===== config.mk =====
export PLATFORM = sky130hd
export DESIGN_NAME = id_ex_stage
export DESIGN_NICKNAME = d
export VERILOG_FILES = /design/src/rtl/pipe_pkg.sv /design/src/rtl/id_hazard_cmp.sv /design/src/rtl/id_ex_stage.sv
export SDC_FILE = /design/constraint.sdc
export NUM_CORES = 1
export LEC_CHECK = 0
export ABC_AREA = 1
export CORE_MARGIN = 2
export CORE_UTILIZATION = 35
export CTS_CLUSTER_DIAMETER = 50
export CTS_CLUSTER_SIZE = 8
export DETAILED_ROUTE_END_ITERATION = 10
export PLACE_DENSITY = 0.72
export SETUP_SLACK_MARGIN = 0.4
export SYNTH_ARGS = -nofsm -noshare
export SYNTH_HDL_FRONTEND = slang
export SYNTH_SLANG_ARGS = --single-unit

===== constraint.sdc =====
create_clock -name i_clk -period 10.9 [get_ports i_clk]
set_clock_uncertainty 0.2 [all_clocks]
set_input_delay 3.27 -clock i_clk [delete_from_list [all_inputs] [get_ports i_clk]]
set_output_delay 3.27 -clock i_clk [all_outputs]
set_load 0.01 [all_outputs]

===== src/rtl/pipe_pkg.sv =====
// Shared pipeline types: decoded control bundle, opcode constants, the EX
// bubble bundle and the source-usage helpers used by the RAW interlock.
package pipe_pkg;

  localparam logic [4:0] OP_LOAD  = 5'b00000;
  localparam logic [4:0] OP_IMM   = 5'b00100;
  localparam logic [4:0] OP_AUIPC = 5'b00101;
  localparam logic [4:0] OP_S     = 5'b01000;
  localparam logic [4:0] OP_R     = 5'b01100;
  localparam logic [4:0] OP_LUI   = 5'b01101;
  localparam logic [4:0] OP_B     = 5'b11000;
  localparam logic [4:0] OP_JALR  = 5'b11001;
  localparam logic [4:0] OP_JAL   = 5'b11011;

  localparam logic [3:0] ALU_ADD  = 4'b0000;

  typedef struct packed {
    logic       lui_sel;
    logic       rd_wren;
    logic       insn_vld;
    logic       br_un;
    logic       opa_sel;
    logic       opb_sel;
    logic       mem_wren;
    logic       isload;
    logic [1:0] wb_sel;
    logic [3:0] alu_op;
  } ctrl_t;

  // Bubble bundle: no side effects, ALU left on ADD.
  localparam ctrl_t CTRL_NOP = '{
    lui_sel:  1'b0,
    rd_wren:  1'b0,
    insn_vld: 1'b0,
    br_un:    1'b0,
    opa_sel:  1'b0,
    opb_sel:  1'b0,
    mem_wren: 1'b0,
    isload:   1'b0,
    wb_sel:   2'b00,
    alu_op:   ALU_ADD
  };

  // One in-flight destination tracker entry.
  typedef struct packed {
    logic [4:0] rd;
    logic       wr;
  } slot_t;

  function automatic logic uses_rs1(input logic [4:0] opcode);
    return !((opcode == OP_LUI) || (opcode == OP_AUIPC) || (opcode == OP_JAL));
  endfunction

  function automatic logic uses_rs2(input logic [4:0] opcode);
    return (opcode == OP_R) || (opcode == OP_S) || (opcode == OP_B);
  endfunction

  function automatic logic slot_hit(input slot_t slot,
                                    input logic use1, input logic [4:0] rs1,
                                    input logic use2, input logic [4:0] rs2);
    return slot.wr && ((use1 && (slot.rd == rs1)) || (use2 && (slot.rd == rs2)));
  endfunction

endpackage


===== src/rtl/id_hazard_cmp.sv =====
// Combinational RAW compare of the ID sources against the EX/MEM/WB slots.
// HAZARD_WB_BYPASS_EN: when defined, the WB slot is excluded from the compare.
module id_hazard_cmp
  import pipe_pkg::*;
(
  input  logic [4:0] i_opcode,
  input  logic [4:0] i_rs1,
  input  logic [4:0] i_rs2,
  input  logic       i_insn_vld,
  input  logic       i_flush,
  input  slot_t      i_slot_ex,
  input  slot_t      i_slot_mem,
  input  slot_t      i_slot_wb,
  output logic [2:0] o_match,
  output logic       o_stall
);

  // The register file writes in the first half-cycle when bypass is on,
  // so a WB-stage producer is already visible to the ID read.
`ifdef HAZARD_WB_BYPASS_EN
  localparam logic WB_CHECK = 1'b0;
`else
  localparam logic WB_CHECK = 1'b1;
`endif

  logic use1;
  logic use2;

  always_comb begin
    use1       = i_insn_vld && uses_rs1(i_opcode) && (i_rs1 != 5'd0);
    use2       = i_insn_vld && uses_rs2(i_opcode) && (i_rs2 != 5'd0);
    o_match[0] = slot_hit(i_slot_ex,  use1, i_rs1, use2, i_rs2);
    o_match[1] = slot_hit(i_slot_mem, use1, i_rs1, use2, i_rs2);
    o_match[2] = WB_CHECK && slot_hit(i_slot_wb, use1, i_rs1, use2, i_rs2);
    // A flushed ID instruction is discarded, so it never needs to wait.
    o_stall    = (|o_match) && !i_flush;
  end

endmodule


===== src/rtl/id_ex_stage.sv =====
// ID/EX pipeline register with RAW interlock: tracks rd of EX/MEM/WB and
// stalls IF/ID while injecting bubbles. Option macro: HAZARD_WB_BYPASS_EN.
module id_ex_stage
  import pipe_pkg::*;
#(
  parameter int XLEN = 32
) (
  input  logic            i_clk,
  input  logic            i_reset,
  input  logic [31:0]     i_instr,
  input  logic [XLEN-1:0] i_pc,
  input  logic [XLEN-1:0] i_rs1_data,
  input  logic [XLEN-1:0] i_rs2_data,
  input  logic [XLEN-1:0] i_imm,
  input  logic            i_lui_sel,
  input  logic            i_rd_wren,
  input  logic            i_insn_vld,
  input  logic            i_br_un,
  input  logic            i_opa_sel,
  input  logic            i_opb_sel,
  input  logic            i_mem_wren,
  input  logic            i_isload,
  input  logic [1:0]      i_wb_sel,
  input  logic [3:0]      i_alu_op,
  input  logic            i_flush,
  output logic            o_stall,
  output logic [31:0]     o_ex_instr,
  output logic [XLEN-1:0] o_ex_pc,
  output logic [XLEN-1:0] o_ex_rs1_data,
  output logic [XLEN-1:0] o_ex_rs2_data,
  output logic [XLEN-1:0] o_ex_imm,
  output logic            o_ex_lui_sel,
  output logic            o_ex_rd_wren,
  output logic            o_ex_insn_vld,
  output logic            o_ex_br_un,
  output logic            o_ex_opa_sel,
  output logic            o_ex_opb_sel,
  output logic            o_ex_mem_wren,
  output logic            o_ex_isload,
  output logic [1:0]      o_ex_wb_sel,
  output logic [3:0]      o_ex_alu_op,
  output logic [4:0]      o_ex_rd
);

  // Handshake: o_stall=1 means ID is not accepted this cycle; upstream must
  // hold PC and IF/ID, and EX receives a bubble. i_flush discards ID instead.

  ctrl_t       id_ctrl;
  ctrl_t       ex_ctrl;
  slot_t       slot_ex;
  slot_t       slot_mem;
  slot_t       slot_wb;
  slot_t       slot_new;
  logic [2:0]  slot_match;
  logic        bubble;
  logic [4:0]  id_rd;

  assign id_rd = i_instr[11:7];

  always_comb begin
    id_ctrl          = CTRL_NOP;
    id_ctrl.lui_sel  = i_lui_sel;
    id_ctrl.rd_wren  = i_rd_wren;
    id_ctrl.insn_vld = i_insn_vld;
    id_ctrl.br_un    = i_br_un;
    id_ctrl.opa_sel  = i_opa_sel;
    id_ctrl.opb_sel  = i_opb_sel;
    id_ctrl.mem_wren = i_mem_wren;
    id_ctrl.isload   = i_isload;
    id_ctrl.wb_sel   = i_wb_sel;
    id_ctrl.alu_op   = i_alu_op;
  end

  id_hazard_cmp u_hazard (
    .i_opcode   (i_instr[6:2]),
    .i_rs1      (i_instr[19:15]),
    .i_rs2      (i_instr[24:20]),
    .i_insn_vld (i_insn_vld),
    .i_flush    (i_flush),
    .i_slot_ex  (slot_ex),
    .i_slot_mem (slot_mem),
    .i_slot_wb  (slot_wb),
    .o_match    (slot_match),
    .o_stall    (o_stall)
  );

  assign bubble = o_stall || i_flush;

  // Only a real, accepted writer of a non-zero register occupies a slot.
  always_comb begin
    slot_new.rd = id_rd;
    slot_new.wr = i_rd_wren && i_insn_vld && (id_rd != 5'd0) && !bubble;
  end

  // Slots shift every cycle, even while stalled, so a stall always drains.
  always_ff @(posedge i_clk or posedge i_reset) begin
    if (i_reset) begin
      slot_ex  <= '0;
      slot_mem <= '0;
      slot_wb  <= '0;
    end else begin
      slot_wb  <= slot_mem;
      slot_mem <= slot_ex;
      slot_ex  <= slot_new;
    end
  end

  always_ff @(posedge i_clk or posedge i_reset) begin
    if (i_reset) begin
      ex_ctrl       <= '0;
      o_ex_instr    <= '0;
      o_ex_pc       <= '0;
      o_ex_rs1_data <= '0;
      o_ex_rs2_data <= '0;
      o_ex_imm      <= '0;
      o_ex_rd       <= '0;
    end else if (bubble) begin
      ex_ctrl       <= CTRL_NOP;
      o_ex_instr    <= '0;
      o_ex_pc       <= '0;
      o_ex_rs1_data <= '0;
      o_ex_rs2_data <= '0;
      o_ex_imm      <= '0;
      o_ex_rd       <= '0;
    end else begin
      ex_ctrl       <= id_ctrl;
      o_ex_instr    <= i_instr;
      o_ex_pc       <= i_pc;
      o_ex_rs1_data <= i_rs1_data;
      o_ex_rs2_data <= i_rs2_data;
      o_ex_imm      <= i_imm;
      o_ex_rd       <= id_rd;
    end
  end

  assign o_ex_lui_sel  = ex_ctrl.lui_sel;
  assign o_ex_rd_wren  = ex_ctrl.rd_wren;
  assign o_ex_insn_vld = ex_ctrl.insn_vld;
  assign o_ex_br_un    = ex_ctrl.br_un;
  assign o_ex_opa_sel  = ex_ctrl.opa_sel;
  assign o_ex_opb_sel  = ex_ctrl.opb_sel;
  assign o_ex_mem_wren = ex_ctrl.mem_wren;
  assign o_ex_isload   = ex_ctrl.isload;
  assign o_ex_wb_sel   = ex_ctrl.wb_sel;
  assign o_ex_alu_op   = ex_ctrl.alu_op;

endmodule

After elaboration in Yosys (flattened, before gate mapping)
Cells that the tools add are included.
Cells by class
  eq/ne operators: 12
  mux-type cells: 7
  reduce and logical (&&, ||, !) cells: 32
Operators with widths (number)
  2-to-1 mux 32 bit: 5
  equality test 5 bit: 6
  logical AND 1 bit: 17
  equality test 5 x 4 -> 1 bit (second input constant): 3
  nonzero test 5 bit: 3
  2-to-1 mux 14 bit: 1
  equality test 5 bit (second input constant): 2
  logical OR 1 bit: 8
  equality test 5 x 3 -> 1 bit (second input constant): 1
  2-to-1 mux 5 bit: 1
  zero test 1 bit: 3
  OR reduction 3 bit: 1
Storage, ports and cells
  register bits after elaboration: 197
  bits of input ports: 177
  output and inout bits: 180
  word-level logic and storage cells: 73

Longest topological paths before layout
Gate-level depths: netlist of run 1.
  word-level depth: 14
  depth in mapped cells: 13
  depth with buffers taken out: 12

Hierarchy
From an unflattened synthesis of run 1, not the netlist that was laid out.
Unflattened totals
  cells, all modules: 695
  area, all modules: 7866.3 µm²
Modules (own cells, without submodules)
  id_ex_stage: times used 1, cells each 573, area each 7265.7 µm², sequential area each 4804.6 µm²
  id_hazard_cmp: times used 1, cells each 122, area each 600.6 µm², sequential area each 0.0 µm²

Worst setup path before layout of run 1
No wires, ideal clock.
  path type: input port to output port
  from: in i_instr[5]
  to: out o_stall
  data arrival time: 4.012 ns
  data required time: 7.430 ns
  path slack: 3.418 ns
  cell stages on the path: 10
  path buffers: 0
  cell sequence: inv_1 > nor2_1 > nand3_1 > nor2_1 > nand3_1 > nand2_1 > nand2_1 > nand3_1 > nand2_1 > inv_1
On the way
  cells in the longest elaborated chain, start to end: 11
  elaborated cells on any way between the ends: 29
  those cells by class: eq/ne: 6; reduce/logical: 23
RTL lines
  start, declared: line id_ex_stage.sv:10  | input logic [31:0] i_instr,
  equality test 5 x 4 -> 1 bit / equality test 5 x 3 -> 1 bit (equally long branches): line pipe_pkg.sv:51  | return !((opcode == OP_LUI) || (opcode == OP_AUIPC) || (opcode == OP_JAL));
  logical OR 1 bit (2 in a row): line pipe_pkg.sv:51
  zero test 1 bit: line pipe_pkg.sv:51
  logical AND 1 bit (2 in a row): line id_hazard_cmp.sv:30  | use1 = i_insn_vld && uses_rs1(i_opcode) && (i_rs1 != 5'd0);
  logical AND 1 bit: line pipe_pkg.sv:61  | return slot.wr && ((use1 && (slot.rd == rs1)) || (use2 && (slot.rd == rs2)));
  logical OR 1 bit: line pipe_pkg.sv:61
  logical AND 1 bit: line pipe_pkg.sv:61
  OR reduction 3 bit *: line id_hazard_cmp.sv:36  | o_stall = (|o_match) && !i_flush;
  logical AND 1 bit *: line id_hazard_cmp.sv:36
  end, declared: line id_ex_stage.sv:26  | output logic o_stall,
Every way passes the cells marked *; elsewhere a longest branch is shown, timed or not.

Worst setup path after layout of run 1
  from: in i_instr[20]
  to: out o_stall
On the way
  cells in the longest elaborated chain, start to end: 7
  elaborated cells on any way between the ends: 16
  those cells by class: eq/ne: 3; reduce/logical: 13
RTL lines
  nonzero test 5 bit: line id_hazard_cmp.sv:31  | use2 = i_insn_vld && uses_rs2(i_opcode) && (i_rs2 != 5'd0);
  logical AND 1 bit: line id_hazard_cmp.sv:31
  logical AND 1 bit: line pipe_pkg.sv:61
  logical OR 1 bit: line pipe_pkg.sv:61
  logical AND 1 bit: line pipe_pkg.sv:61
  OR reduction 3 bit *: line id_hazard_cmp.sv:36
  logical AND 1 bit *: line id_hazard_cmp.sv:36
Marked as above.

==> impl_metrics.py, run 1 <==
metrics = {
    "setup_path": {
        "critPathArrivalTime_ps": 5260,
        "cp_max_fo": 4,
        "cp-end-kind": "output port",
        "r2r_slack_ps": 8390,
        "start_kind": "input port",
        "timing.critical_path.from": "i_instr[20]",
        "r2r_cells": 9,
        "rr_endpoint": "o_ex_opb_sel",
        "path_class": "in2out",
        "cp-endpoint": "o_stall",
        "crit_required_ps": 7430,
        "r2r-start": "slot_ex[5]",
    },
    "detailed_routing": {
        "drc_errors": 0,
        "final_antenna_net_count": 0,
        "met2_length_um": 9400,
        "wl_um": 18400,
        "highest_layer": "met4",
        "vias_per_cell": 4.06,
        "drtIter0Drc": 293,
        "first_pass_iters": 4,
        "wl_per_cell_um": 14.0,
        "met1_length_um": 6850,
        "vias": 5322,
        "wl_met3_um": 1840,
    },
    "sta": {
        "relSlewSlack_pct": 29.4,
        "worstMarginPinSlew_ps": 1060,
        "hold_viol": 0,
        "fin_crit_sh_pct": 80.1,
        "setup_viol": 0,
        "fmax_ghz": 0.115,
        "period_needed_ps": 8730,
        "slew_viol_final": 0,
        "rsz0062_at_grt": "no",
        "tns_ps": 0,
        "timing.hold.ws_ps": 183,
    },
    "clock_network": {
        "cts_resized": 0,
        "cts_max_path_buffers": 2,
        "ctsHoldBuffers": 0,
        "cts_buffers": 17,
        "cts_root_buffer": "clkbuf_16",
        "clk_pin_slew_ps": 60,
        "h-tree-depth": 4,
        "cts_tree": "done",
        "cts_setup_buffers": 0,
        "cts_sinks": 192,
        "clock_latency_ps": 420,
    },
    "power": {
        "vdd_ir_drop_max_mv": 0.101,
        "p_leak_nw": 5.67,
        "powerDensity_mw_per_mm2": 142,
    },
    "placed_design": {
        "gp_congestion": 0.805,
        "dp.cells": 1281,
        "dpl_cell_area_sq_mm": 0.0106,
        "io_buffer_count": 356,
        "hpwlAfterDp_um": 13700,
    },
    "yosys": {
        "synth_warnings": 0,
        "synth.cell_area_sq_mm": 0.00691,
        "syn-num-nets": 858,
        "ys_types": 17,
        "syn_avg_cell_area_sq_um": 10.1,
        "ys_ff_latch": 192,
        "ys_seq_area_share_pct": 69.5,
        "synthCells": 681,
    },
    "floorplanning": {
        "core_sq_mm": 0.0194,
        "die_w_um": 145,
        "initial_core_util_pct": 35.6,
        "die_area_sq_mm": 0.0209,
        "die_height_um": 145,
        "ios": 357,
        "rows": 51,
    },
    "cells_and_area": {
        "antenna_cells": 0,
        "fill_cells": 1713,
        "layout_common_cells": "clkdlybuf4s50_1 (356), nor2_1 (192), dfrtp_1 (192)",
        "final_area_sq_mm": 0.0112,
        "layout_commonest_cell": "clkdlybuf4s50_1",
        "drive_above_1_share_pct": 4.01,
        "final_nets": 1212,
        "finalNonFillerCells": 1312,
        "area_growth_pct": 61.5,
    },
    "job": {
        "max_cap_viol_count": 0,
    },
    "global_route": {
        "groute.usage.overall_pct": 17.4,
        "antenna_found_initial": 0,
        "grt-ovfl-total": 0,
        "grt_max_degree": 119,
        "grt_pass1_vias": 5251,
        "grt_pass1_wl_um": 27500,
    },
    "worst_hold_path": {
        "hold_class": "reg2reg",
    },
    "status": {
        "outcome": "finished clean",
    },
}
==> logic make-up after synthesis <==
| kind of cell | Yosys count | synth area share, % |
|---|---|---|
| and+or+nand+nor | 256 | 14.4 |
| buffers and inverters | 213 | 13.7 |
| DFF | 192 | 69.5 |
| xor gates and xnor gates | 16 | 2.03 |
| AOI/OAI and AO/OA | 4 | 0.398 |
==> flip-flops by register name, indices dropped and copies added, names as in the netlist, 6 cells and up <==
signal / count
o_ex_imm: 32
o_ex_instr: 28
o_ex_pc: 32
o_ex_rs1_data: 32
o_ex_rs2_data: 32
slot_ex: 6
slot_mem: 6
slot_wb: 6
==> per-stage QoR <==
stage | total power [mW] | util [%] | worst slack, ps
floorplan | 0.859 | - | 2200
global placement | 1.01 | 54.7 | 2230
detailed placement | 1.01 | 54.7 | 2190
CTS | 1.60 | 57.6 | 2160
global route | 1.65 | 57.6 | 2000
finish | 1.58 | 57.6 | 2170
==> cell type report <==
type,count,area (sq um),share of cell area [%]
Clock buffer,17,425,3.81
Clock inverter,14,129,1.15
Inverter,189,717,6.42
Multi-Input combinational cell,276,1170,10.5
Sequential cell,192,4800,43.0
Tap cell,265,332,2.97
Timing Repair Buffer,359,3590,32.1
==> worst max-delay path, stage by stage <==
cell             delay, ps
clkdlybuf4s50_1        540
inv_1                  110
nand2_1                110
nor2_1                  50
nor2_1                 160
nand3_1                100
nand2_1                 80
nand2_1                 90
nand3_1                100
nand2_1                 50
inv_1                   50
clkdlybuf4s50_1        540
==> worst min-delay path by stage <==
stage                 from     endpoint  slack [ps]  cells after the start
2_1_floorplan   slot_ex[0]  slot_mem[0]         150                      0
3_3_place_gp   slot_mem[0]   slot_wb[0]         170                      0
3_5_place_dp   slot_mem[0]   slot_wb[0]         170                      0
4_1_cts        slot_mem[0]   slot_wb[0]         180                      0
5_1_grt        slot_mem[0]   slot_wb[0]         200                      0
6_report       slot_mem[0]   slot_wb[0]         180                      0
==> synthesized netlist by cell type (all sizes together) <==
master  number  share of area (%)
buf         24                3.4
o21ai        2               0.14
nor2       192                 10
xor2         8                1.0
a21oi        1               0.13
nand3       13               0.94
nand2       46                2.5
dfrtp      192                 70
nand4        4               0.45
o311ai       1               0.13
nor3         1              0.072
inv        189                 10
xnor2        8                1.0
==> report_power, final <==
group / switching, mW / leakage, nW / internal (mW) / total, mW
Clock: 0.288 / 0.267 / 0.299 / 0.588
Sequential: 0.0129 / 2.46 / 0.749 / 0.762
Combinational: 0.0984 / 2.95 / 0.134 / 0.232
==> routing by layer <==
layer  global-route usage, %  up-vias
li1                        -     2593
met1                    19.6     2477
met2                    29.6      233
met3                    7.19       19
met4                    6.23        0
met5                       0        -
No activity file was read; power rests on OpenSTA's default activity.
==> inputs of run 2 (changes only) <==
Clock period 10.9 ns to 9.2 ns, I/O delays scaled along.
==> impl_metrics.py, run 2 (synthesis results as in run 1) <==
metrics = {
    "clock_network": {
        "clock_latency_ps": 420,
        "cts_setup_buffers": 0,
        "cts_sinks": 192,
        "cts_max_path_buffers": 2,
        "cts_tree": "done",
        "cts_resized": 0,
        "cts_buffers": 17,
        "clk_pin_slew_ps": 60,
        "ctsHoldBuffers": 0,
        "cts_root_buffer": "clkbuf_16",
        "h-tree-depth": 4,
    },
    "power": {
        "p_total_mw": 1.91,
        "p_leak_nw": 5.69,
        "powerDensity_mw_per_mm2": 170,
        "vdd_ir_drop_max_mv": 0.133,
    },
    "setup_path": {
        "timing.critical_path.from": "i_instr[23]",
        "cp-end-kind": "output port",
        "r2r-start": "slot_mem[2]",
        "path_class": "in2out",
        "start_kind": "input port",
        "crit_required_ps": 6240,
        "critPathArrivalTime_ps": 4800,
        "cp_max_fo": 4,
    },
    "sta": {
        "fin_crit_sh_pct": 84.3,
        "tns_ps": 0,
        "timing.hold.ws_ps": 187,
        "setup_viol": 0,
        "period_needed_ps": 7760,
        "worst_slack_ps": 1440,
        "rsz0062_at_grt": "no",
        "fmax_ghz": 0.129,
        "hold_viol": 0,
        "slew_viol_final": 0,
        "relSlewSlack_pct": 30.2,
        "worstMarginPinSlew_ps": 1050,
    },
    "cells_and_area": {
        "fill_cells": 1716,
        "multi_input_area_sq_mm": 0.00117,
        "finalNonFillerCells": 1312,
        "final_area_sq_mm": 0.0112,
        "utilization_pct": 57.7,
        "drive_above_1_share_pct": 4.01,
        "seq_area_sq_mm": 0.00480,
        "layout_commonest_cell": "clkdlybuf4s50_1",
        "antenna_cells": 0,
        "final_nets": 1212,
        "area_growth_pct": 62.0,
        "layout_common_cells": "clkdlybuf4s50_1 (356), nor2_1 (192), dfrtp_1 (192)",
    },
    "placed_design": {
        "io_buffer_count": 356,
        "dpl_cell_area_sq_mm": 0.0106,
        "gp_congestion": 0.805,
        "hpwlAfterDp_um": 13600,
        "dp.cells": 1281,
        "dp_worst_setup_slack_ps": 1500,
    },
    "global_route": {
        "groute.usage.overall_pct": 17.0,
        "grt_max_degree": 119,
        "antenna_found_initial": 0,
        "grt-ovfl-total": 0,
        "grt_pass1_wl_um": 26800,
        "grt_pass1_vias": 5175,
    },
    "detailed_routing": {
        "wl_um": 18300,
        "first_pass_iters": 4,
        "drc_errors": 0,
        "final_antenna_net_count": 0,
        "vias": 5337,
        "highest_layer": "met4",
        "met1_length_um": 6830,
        "met2_length_um": 9290,
        "wl_met3_um": 1870,
        "wl_per_cell_um": 14.0,
        "vias_per_cell": 4.07,
        "drtIter0Drc": 232,
    },
    "worst_hold_path": {
        "min_from": "slot_mem[0]",
        "hold_class": "reg2reg",
    },
    "floorplanning": {
        "die_w_um": 145,
        "initial_core_util_pct": 35.6,
        "rows": 51,
        "die_height_um": 145,
        "ios": 357,
        "die_area_sq_mm": 0.0209,
        "core_sq_mm": 0.0194,
    },
    "status": {
        "outcome": "finished clean",
    },
    "job": {
        "max_cap_viol_count": 0,
    },
}
-- run 2: worst max-delay path: stages --
cell	delay, ps
clkdlybuf4s50_1	600
inv_1	90
nand3_1	90
nor2_1	40
nor2_1	160
nand3_1	100
nand2_1	80
nand2_1	90
nand3_1	100
nand2_1	60
inv_1	60
clkdlybuf4s50_1	560
-- run 2: final timing paths --
| path | endpoint | slack, ps | cells past startpoint |
|---|---|---|---|
| worst max-delay path | o_stall | 1440 | 12 |
| worst min-delay path | slot_wb[0] | 190 | 0 |
| worst max register to register | o_ex_opb_sel | 6680 | 11 |
| worst min register to register | slot_wb[0] | 190 | 0 |
| max in group asynchronous | slot_wb[3] | 4680 | 3 |
| min in group asynchronous | o_ex_imm[15] | 2690 | 2 |
-- run 2: area by class of cell --
| cell class | count | area share, % |
|---|---|---|
| flip-flops and latches | 192 | 42.9 |
| repair buffers | 359 | 32.0 |
| multi-input cells | 276 | 10.5 |
| inverters | 189 | 6.40 |
| clock buffers | 18 | 3.92 |
| well taps | 265 | 2.96 |
| clock inverters | 13 | 1.33 |
-- run 2: power by group --
part | leakage (nW) | switching, mW | total [mW] | internal [mW]
Combinational | 2.95 | 0.116 | 0.275 | 0.158
Sequential | 2.46 | 0.0153 | 0.902 | 0.887
Clock | 0.286 | 0.341 | 0.732 | 0.391
-- run 2: routing by layer --
layer / track usage, % / vias up
met2: 29.0 / 226
met3: 7.45 / 25
li1: - / 2592
met4: 6.34 / 0
met5: 0 / -
met1: 18.8 / 2494
==> inputs of run 3 (changes only) <==
Settings changed: PLACE_DENSITY 0.72 to 0.75.
Clock period 9.2 ns to 6.7 ns, I/O delays scaled along.
==> impl_metrics.py, run 3 (synthesis results as in run 1) <==
metrics = {
    "global_route": {
        "grt_max_degree": 193,
        "grt_pass1_vias": 5413,
        "grt-ovfl-total": 0,
        "groute.usage.overall_pct": 17.6,
        "grt_pass1_wl_um": 28000,
        "antenna_found_initial": 0,
    },
    "power": {
        "powerDensity_mw_per_mm2": 229,
        "p_leak_nw": 5.73,
        "p_total_mw": 2.57,
        "vdd_ir_drop_max_mv": 0.162,
    },
    "floorplanning": {
        "ios": 357,
        "die_w_um": 145,
        "core_sq_mm": 0.0194,
        "rows": 51,
        "initial_core_util_pct": 35.6,
        "die_area_sq_mm": 0.0209,
        "die_height_um": 145,
    },
    "sta": {
        "setup_viol": 0,
        "worstMarginPinSlew_ps": 1020,
        "worst_slack_ps": 869,
        "hold_viol": 0,
        "slew_viol_final": 0,
        "relSlewSlack_pct": 31.8,
        "tns_ps": 0,
        "fmax_ghz": 0.172,
        "rsz0062_at_grt": "no",
        "period_needed_ps": 5830,
        "fin_crit_sh_pct": 87.0,
    },
    "detailed_routing": {
        "wl_per_cell_um": 14.1,
        "first_pass_iters": 4,
        "drtIter0Drc": 247,
        "vias_per_cell": 4.01,
        "drc_errors": 0,
        "vias": 5260,
        "wl_um": 18600,
        "final_antenna_net_count": 0,
    },
    "cells_and_area": {
        "drive_above_1_share_pct": 4.20,
        "final_nets": 1213,
        "final_area_sq_mm": 0.0112,
        "antenna_cells": 0,
        "fill_cells": 1673,
        "layout_common_cells": "clkdlybuf4s50_1 (352), dfrtp_1 (192), nor2_1 (191)",
        "layout_commonest_cell": "clkdlybuf4s50_1",
        "finalNonFillerCells": 1313,
        "area_growth_pct": 62.1,
    },
    "setup_path": {
        "slowest_delay_ps": 590,
        "critPathArrivalTime_ps": 3620,
        "crit_chain": "clkdlybuf4s50_1 -> inv_2 -> nand2_1 -> o21ai_1 -> inv_1 -> nand3_1 -> nor2_1 -> nand2_1 -> nand2_1 -> nand2_1 -> nand3_1 -> nand2_1 -> inv_1 -> dlymetal6s2s_1",
        "cp-end-kind": "output port",
        "crit_path_frequent_cell": "nand2_1",
        "cp_max_fo": 4,
        "path_buf_inv": 5,
        "crit_slowest_cell": "clkdlybuf4s50_1",
        "path_class": "in2out",
        "crit_required_ps": 4490,
        "crit_family": "buffers and inverters",
        "start_kind": "input port",
    },
    "clock_network": {
        "cts_max_path_buffers": 2,
        "cts_root_buffer": "clkbuf_16",
        "ctsHoldBuffers": 0,
        "clock_latency_ps": 420,
        "cts_buffers": 17,
        "h-tree-depth": 4,
        "cts_sinks": 192,
        "cts_tree": "done",
        "clk_pin_slew_ps": 70,
    },
    "job": {
        "max_cap_viol_count": 0,
    },
    "placed_design": {
        "io_buffer_count": 356,
        "dp.cells": 1282,
        "dp_worst_setup_slack_ps": 436,
        "hpwlAfterDp_um": 13900,
        "dpl_cell_area_sq_mm": 0.0106,
        "gp_congestion": 0.899,
    },
    "status": {
        "outcome": "finished clean",
    },
    "worst_hold_path": {
        "hold_class": "reg2reg",
    },
}
run 3: changes by cell type in the layout (fill, tap and decap cells not counted), moves of 2 or more:
cell             previous run  this run
buf_12                      0         2
clkdlybuf4s50_1           356       352
dlymetal6s2s_1              0         4
clkinvlp_4                  1         3
run 3: stage by stage:
stage / hold WS [ps] / utilization [%]
floorplan: 154 / -
global placement: 179 / 54.8
detailed placement: 188 / 54.8
CTS: 206 / 57.7
global route: 220 / 57.8
finish: 202 / 57.8
run 3: final cells by class:
class	count	area, sq um	share of cell area, %
clock buffer	17	425	3.80
multi-input combinational	276	1170	10.5
clock inverter	14	126	1.13
inverter	189	713	6.37
sequential	192	4800	42.9
timing repair buffer	360	3630	32.4
tap	265	332	2.96
run 3: path summary, 6_finish.rpt:
path                                     end  depth (start not counted)  slack (ps)         from
setup / recovery                     o_stall                         14         870  i_instr[19]
hold / removal                   slot_mem[0]                          0         200   slot_ex[0]
setup reg to reg                 o_ex_pc[20]                         12        4090   slot_ex[5]
hold reg to reg                  slot_mem[0]                          0         200   slot_ex[0]
max in group asynchronous         slot_ex[1]                          3        3500      i_reset
min in group asynchronous  o_ex_rs2_data[17]                          3        2020      i_reset
run 3: power by group:
group / internal [mW] / switching (mW) / total, mW
Combinational: 0.218 / 0.162 / 0.381
Sequential: 1.22 / 0.0216 / 1.24
Clock: 0.487 / 0.462 / 0.949
Total: 1.92 / 0.646 / 2.57
run 3: timing repair:
item / CTS / global route
buffers inserted: 0 / 0
resized for setup: 0 / 5
endpoints found under the setup margin: 0 / 1
run 3: metal layers:
| metal | up-vias | part of all wire, % | GRT usage (%) |
|---|---|---|---|
| li1 | 2590 | - | - |
| met3 | 18 | 9.7 | 6.46 |
| met1 | 2415 | 38 | 20.6 |
| met5 | - | 0 | 0 |
| met4 | 0 | 1.6 | 6.34 |
| met2 | 237 | 51 | 29.9 |
